--- config.mk ---
export PLATFORM = sky130hd
export DESIGN_NAME = bcd_to_binary
export DESIGN_NICKNAME = d
export VERILOG_FILES = /design/src/rtl/bcd_to_binary.sv
export SDC_FILE = /design/constraint.sdc
export NUM_CORES = 1
export LEC_CHECK = 0
export ABC_AREA = 1
export BUFFER_PORTS_ARGS = -buffer_cell sky130_fd_sc_hd__buf_2
export CELL_PAD_IN_SITES_DETAIL_PLACEMENT = 0
export CELL_PAD_IN_SITES_GLOBAL_PLACEMENT = 1
export CORE_MARGIN = 1.5
export CORE_UTILIZATION = 35
export DETAILED_ROUTE_END_ITERATION = 8
export HOLD_SLACK_MARGIN = 0.1
export PLACE_DENSITY = 0.77
export SLEW_MARGIN = 20
export SYNTH_ARGS = -nofsm -noshare
export SYNTH_HDL_FRONTEND = slang
export SYNTH_SLANG_ARGS = --single-unit
export TNS_END_PERCENT = 10
--- constraint.sdc ---
create_clock -name clk -period 1.6 [get_ports clk]
set_input_delay 0.24 -clock clk [delete_from_list [all_inputs] [get_ports clk]]
set_output_delay 0.24 -clock clk [all_outputs]
set_load 0.02 [all_outputs]
--- src/rtl/bcd_to_binary.sv ---
// bcd_to_binary
//   Sequential packed-BCD to unsigned binary converter.
//   It uses reverse double-dabble and retires one result bit per clock.
//   Each step shifts {bcd_reg, bin_reg} right by one bit. Every BCD nibble that
//   is then >= 8 has 3 subtracted from it. After OUT_W steps bin_reg holds the
//   value. Anything left in bcd_reg means the input did not fit in OUT_W bits.
//
// Ports
//   clk      in   system clock, rising edge
//   rst      in   synchronous active-high reset
//   start    in   conversion request, honoured only in IDLE
//   bcd_in   in   4*DIGITS packed digits {..., tens, ones}, sampled when accepted
//   bin_out  out  OUT_W result, held until the next done-producing transition
//   busy     out  high while iterating (CONV)
//   done     out  one-cycle pulse, bin_out/err valid
//   err      out  invalid digit or overflow, held with bin_out
module bcd_to_binary #(
  parameter int DIGITS = 3,
  parameter int OUT_W  = 8
) (
  input  logic                  clk,
  input  logic                  rst,
  input  logic                  start,
  input  logic [4*DIGITS-1:0]   bcd_in,
  output logic [OUT_W-1:0]      bin_out,
  output logic                  busy,
  output logic                  done,
  output logic                  err
);

  localparam int BCD_W = 4 * DIGITS;
  localparam int CNT_W = (OUT_W > 1) ? $clog2(OUT_W) : 1;

  typedef enum logic [1:0] {IDLE, CONV, DONE} state_t;

  state_t                   state;
  logic [BCD_W-1:0]         bcd_reg;
  logic [OUT_W-1:0]         bin_reg;
  logic [CNT_W-1:0]         cnt;

  logic [BCD_W+OUT_W-1:0]   shifted;
  logic [BCD_W-1:0]         bcd_next;
  logic [OUT_W-1:0]         bin_next;
  logic                     last_step;

  // Subtract 3 from every nibble that reached 8 or more after the shift.
  // Each nibble is corrected on its own, so no borrow crosses a digit boundary.
  function automatic logic [BCD_W-1:0] dabble_fix(input logic [BCD_W-1:0] b);
    logic [BCD_W-1:0] r;
    logic [3:0]       nib;
    r = b;
    for (int i = 0; i < DIGITS; i++) begin
      nib = b[4*i +: 4];
      if (nib >= 4'd8) nib = nib - 4'd3;
      r[4*i +: 4] = nib;
    end
    return r;
  endfunction

  function automatic logic has_bad_digit(input logic [BCD_W-1:0] b);
    logic bad;
    bad = 1'b0;
    for (int i = 0; i < DIGITS; i++) begin
      if (b[4*i +: 4] > 4'd9) bad = 1'b1;
    end
    return bad;
  endfunction

  assign shifted   = {bcd_reg, bin_reg} >> 1;
  assign bcd_next  = dabble_fix(shifted[BCD_W+OUT_W-1:OUT_W]);
  assign bin_next  = shifted[OUT_W-1:0];
  assign last_step = (cnt == CNT_W'(OUT_W - 1));

  always_ff @(posedge clk) begin
    if (rst) begin
      state   <= IDLE;
      bcd_reg <= '0;
      bin_reg <= '0;
      cnt     <= '0;
      bin_out <= '0;
      busy    <= 1'b0;
      done    <= 1'b0;
      err     <= 1'b0;
    end else begin
      case (state)
        IDLE: begin
          done <= 1'b0;
          if (start) begin
            if (has_bad_digit(bcd_in)) begin
              // Malformed entry: report right away without iterating.
              bin_out <= '0;
              err     <= 1'b1;
              done    <= 1'b1;
              state   <= DONE;
            end else begin
              bcd_reg <= bcd_in;
              bin_reg <= '0;
              cnt     <= '0;
              busy    <= 1'b1;
              state   <= CONV;
            end
          end
        end
        CONV: begin
          bcd_reg <= bcd_next;
          bin_reg <= bin_next;
          if (last_step) begin
            // A leftover BCD value means the input exceeded 2^OUT_W-1.
            err     <= (bcd_next != '0);
            bin_out <= (bcd_next != '0) ? '0 : bin_next;
            busy    <= 1'b0;
            done    <= 1'b1;
            state   <= DONE;
          end else begin
            cnt <= cnt + CNT_W'(1);
          end
        end
        DONE: begin
          done  <= 1'b0;
          state <= IDLE;
        end
        default: begin
          busy  <= 1'b0;
          done  <= 1'b0;
          state <= IDLE;
        end
      endcase
    end
  end

endmodule

-- After elaboration in Yosys (flattened, before gate mapping)
Index checks and enable logic that the tools add are counted.
- output and inout bits: 11
- flip-flop bits (word level): 36
- logic and storage cells: 75
- bitwise logic cells: 1
- $lt $le $gt $ge: 6
- mux-type cells: 40
- reduce and logical (&&, ||, !) cells: 8
- equal/unequal tests: 8
- add/sub/neg operators: 4
- operators with widths (kind ; count):
    8-bit two-way mux ; 6
    8-bit case mux with 2 select lines ; 2
    12-bit two-way mux ; 2
    12-bit case mux with 2 select lines ; 1
    1-bit two-way mux ; 15
    4-bit greater-than comparator, second input constant ; 3
    4-bit two-way mux ; 3
    4-bit AND reduction ; 3
    12-bit nonzero test ; 1
    2-bit != test, second input constant ; 5
    3-bit two-way mux ; 3
    4-bit >= comparator, second input constant ; 2
    4-bit by 2-bit subtractor with 4-bit output, second input constant ; 2
    2-bit two-way mux ; 3
    3-bit case mux with 2 select lines ; 1
    3-bit by 4-bit >= comparator with 1-bit output, second input constant ; 1
    1-bit case mux with 2 select lines ; 2
    2-bit case mux with 2 select lines ; 1
    3-bit by 2-bit subtractor with 4-bit output, second input constant ; 1
    3-bit by 1-bit adder with 3-bit output, second input constant ; 1
    3-bit == test, second input constant ; 1
    1-bit case mux with 3 select lines ; 1
    3-bit AND reduction ; 1
    2-bit by 1-bit == test with 1-bit output, second input constant ; 1
    5 further kinds ; 5

-- Logic depth before layout (Yosys ltp)
- word-level depth: 10
- depth in mapped cells: 10

-- Least setup slack after synthesis
No wires, ideal clock.
- kind: reg-to-reg
- start point: register cnt[0]
- end point: register bin_out[1]
- stages on the path, launching flop included: 11
- setup time: 120 ps
- arrival time: 1371 ps
- required time: 1480 ps
- period minus slack after synthesis: 1491 ps
- path slack: 109 ps
- cell sequence: dfxtp_1 -> ha_1 -> ha_1 -> or2_4 -> nand2_2 -> nor2_1 -> nand2_1 -> buf_6 -> nand2_1 -> nand2_1 -> a21oi_1
- cells in the longest elaborated chain, start to end: 3
- RTL lines (what ; line ; source):
    start: declaration ; 39 ; logic [CNT_W-1:0] cnt;
    start signal: assignment ; 115 ; cnt <= cnt + CNT_W'(1);
    3-bit == test ; 72 ; assign last_step = (cnt == CNT_W'(OUT_W - 1));
    2-bit != test (no line) ; n/a ;
    4-bit AND reduction (no line) ; n/a ;
    end signal: assignment ; 110 ; bin_out <= (bcd_next != '0) ? '0 : bin_next;
    end: declaration ; 25 ; output logic [OUT_W-1:0] bin_out,
Every way passes these cells.
A chain may end at the register's enable or synchronous reset.

-- Final worst setup path
- start point: register cnt[0]
- end point: register bin_out[5]
Same word-level chain as after synthesis.

==> impl_metrics.tcl <==
set metrics [dict create \
    critPathSlowestCell "dfxtp_1" \
    finClkSkew_ns 0.00871 \
    path_class "register to register" \
    cp.arrival_ns 1.74 \
    syn-num-nets 282 \
    finalSetupTns_ns 0 \
    syn_area_um2 1740 \
    clock_latency_ns 0.29 \
    die_area_um2 5410 \
    r2r_cells 10 \
    cts_buffers 5 \
    ys_seq_elements 35 \
    finalNetCount 323 \
    internal-power_w 0.00162 \
    powerDensity_nw_per_um2 1130 \
    synth-edff-count 0 \
    crit_fanout 6 \
    antenna_found_initial 0 \
    pwr-share-comb_pct 33.3 \
    antenna_cells 0 \
    cts_hold_buf 0 \
    clock.fmax_mhz 645 \
    crit_family "simple AND/OR/NAND/NOR gates" \
    gp_congestion 0.813 \
    setup_viol 0 \
    first_iter_violations 112 \
    tightest_slew_ns 0.380 \
    grt_max_degree 22 \
    ys_top_cells_by_count "75 x nand2_1, 36 x inv_1, 35 x dfxtp_1, 34 x a21oi_1, 24 x o21ai_0" \
    period_needed_ns 1.55 \
    avgSynthCellArea_um2 6.68 \
    dp_hpwl_um 2790 \
    grt.overflow.total 0 \
    synthFlopType "dfxtp_1" \
    synth_top_area_share_pct 40.2 \
    peakVddDrop_mv 0.646 \
    cts_tree "yes" \
    r2r-start "cnt[0]" \
    met2_usage_pct 25.4 \
    seq_power_share_pct 40.9 \
    place.port_buffers 25 \
    drcViolationCount 0 \
    fp-row-count 25 \
    path_buf_inv 1 \
    power.net_switching_w 0.000880 \
    synth_fa_ha_area_share_pct 4.31 \
    r2r_setup_slack_ns 0.05 \
    seq_area_frac_synth_pct 40.2 \
    die_w_um 73.6 \
    whs_ns 0.225 \
    synth_compound_area_share_pct 16.9 \
    core_um2 4750 \
    ios 26 \
    met3_usage_pct 3.29 \
    r2r_end "bin_out[5]" \
    slew_violations 0 \
    die_y_um 73.6 \
    cp_data_required_time_ns 1.79 \
    initial_core_util_pct 36.7 \
    fillers 529 \
    clk_pin_slew_ns 0.08 \
    synthArstFlopShare_pct 0 \
    grtUsageTotal_pct 15.9 \
    muxShareOfSynthArea_pct 0 \
    ys_top_cells_by_area "dfxtp_1 40%, nand2_1 16%, a21oi_1 9.8%, inv_1 7.8%, o21ai_0 6.9%" \
    slew-limit-headroom_pct 74.6 \
    hold_path_end "bcd_reg[11]" \
    status "finished, final reports clean" \
    netSwitchingFraction_pct 35.2 \
    synthSimpleGateAreaFrac_pct 27.1 \
    clockRootBuffer "clkbuf_8" \
    synthToLayoutAreaGrowth_pct 27.4 \
    grt_pass1_wl_um 6600 \
    hold_depth 3 \
    cts_buffer_depth 2 \
    ys_types 21 \
    clkPwrFrac_pct 25.8 \
    finalCritPeriodShare_pct 96.9 \
    ys_warn_count 0 \
    yosys.area.top_type "dfxtp_1" \
    synthCells 261 \
    htreeDepth 2 \
    wire_per_inst_um 11.0 \
    cts.sinks 35 \
    hold_start "bcd_in[11]" \
    synth_xor_area_share_pct 0 \
    post_drt_via_cell_ratio 4.64 \
    start_kind "register" \
    final_hold_viol_count 0 \
    cap_violations 0 \
    largest_reg_flops 12 \
    max_stage_delay_ns 0.32 \
    grt_pass1_vias 1509 \
    ant_nets 0 \
    yosysMostFrequentCell "nand2_1" \
    met1_usage_pct 20.7 \
    critical_path.endpoint_type "register" \
    layout-drive-gt1-share_pct 24.1 \
    p_leak_nw 1.03 \
    hold_class "input port to register" \
    vias 1718 \
    rsz0062_at_grt "yes" \
    wl_um 4070 \
    synth_top_family_by_area "simple AND/OR/NAND/NOR gates" \
    busiest_layer "met2" \
    crit_path_cell_trace "ha_2 -> ha_2 -> or2_4 -> nand2_2 -> nor2_1 -> nand2_2 -> clkbuf_16 -> nand2_1 -> nand2_1 -> a21oi_2" \
    drt_pass1_iterations 5 \
]
[cell usage in the layout (no fill, tap or decap)]
cell / n
clkinv_2: 1
buf_6: 1
or2_2: 1
nand3_2: 3
dfxtp_1: 31
dfxtp_2: 4
nor2_4: 1
inv_4: 1
clkinvlp_4: 1
buf_4: 16
buf_2: 25
a21oi_1: 32
nor3_1: 1
o21ai_1: 2
nand3_1: 8
nor2_2: 1
inv_2: 1
nor2_1: 15
nand2_1: 72
clkbuf_1: 1
ha_2: 2
clkbuf_8: 5
a21oi_2: 2
nand3b_1: 3
inv_1: 35
nand2_2: 4
or2_4: 1
ha_1: 4
o21ai_0: 23
buf_12: 2
nand4_1: 3
clkbuf_16: 1
[worst min-delay path: stages]
cell	delay [ns]
buf_2	0.11
nand4_1	0.07
a21oi_1	0.05
[cells by family (layout without fill, tap and decap cells)]
family          count (synthesis)  in the layout
compound gates                 59             59
buf+inv                        48             90
flops                          35             35
fa+ha+maj                       6              6
simple gates                  113            113
[worst max path at each step]
stage,startpoint,to,slack [ns],depth (start not counted)
after floorplan,cnt[0],bin_out[1],0.11,10
after global placement,cnt[0],err,0.06,9
after detailed placement,cnt[0],bin_out[0],0.03,9
after CTS,cnt[0],err,0.02,9
after global routing,cnt[0],bin_out[3],-0.04,10
final,cnt[0],bin_out[5],0.05,10
[metal layers]
| layer | part of all wire (%) | up-vias |
|---|---|---|
| li1 | - | 907 |
| met1 | 47 | 759 |
| met2 | 46 | 40 |
| met3 | 5.0 | 12 |
| met4 | 2.0 | 0 |
| met5 | 0 | - |
[power by group through the flow]
stage          registers [W]  clock network [W]  logic (W)
6_report             0.00102           0.000645   0.000833
5_1_grt              0.00104           0.000691   0.000934
4_1_cts              0.00102           0.000658   0.000735
3_5_place_dp         0.00104                  0   0.000733
3_3_place_gp         0.00104                  0   0.000728
2_1_floorplan        0.00109                  0   0.000412
[area by class of cell]
class,instances,area [um2],share of cell area [%]
Multi-Input combinational cell,178,883,39.8
Sequential cell,35,706,31.8
Timing Repair Buffer,45,322,14.5
Inverter,37,141,6.37
Tap cell,67,83.8,3.77
Clock buffer,6,72.6,3.27
Clock inverter,2,12.5,0.563
[per-stage QoR]
stage | setup WS, ns | area, um2 | utilization, % | total power, W | instances
3_5_place_dp | 0.0324 | 2050 | 43.2 | 0.00177 | 360
4_1_cts | 0.0201 | 2140 | 44.9 | 0.00241 | 368
2_1_floorplan | 0.109 | 1740 | - | 0.00150 | 261
5_1_grt | -0.0396 | 2220 | 46.7 | 0.00266 | 370
6_report | 0.0503 | 2220 | 46.7 | 0.00250 | 370
3_3_place_gp | 0.0649 | 2050 | 43.2 | 0.00176 | 360
[what timing repair did]
item	CTS	global route
setup endpoints to repair	0	11
buffers inserted	0	0
resized for setup	0	20
No activity file was read; power rests on OpenSTA's default activity.
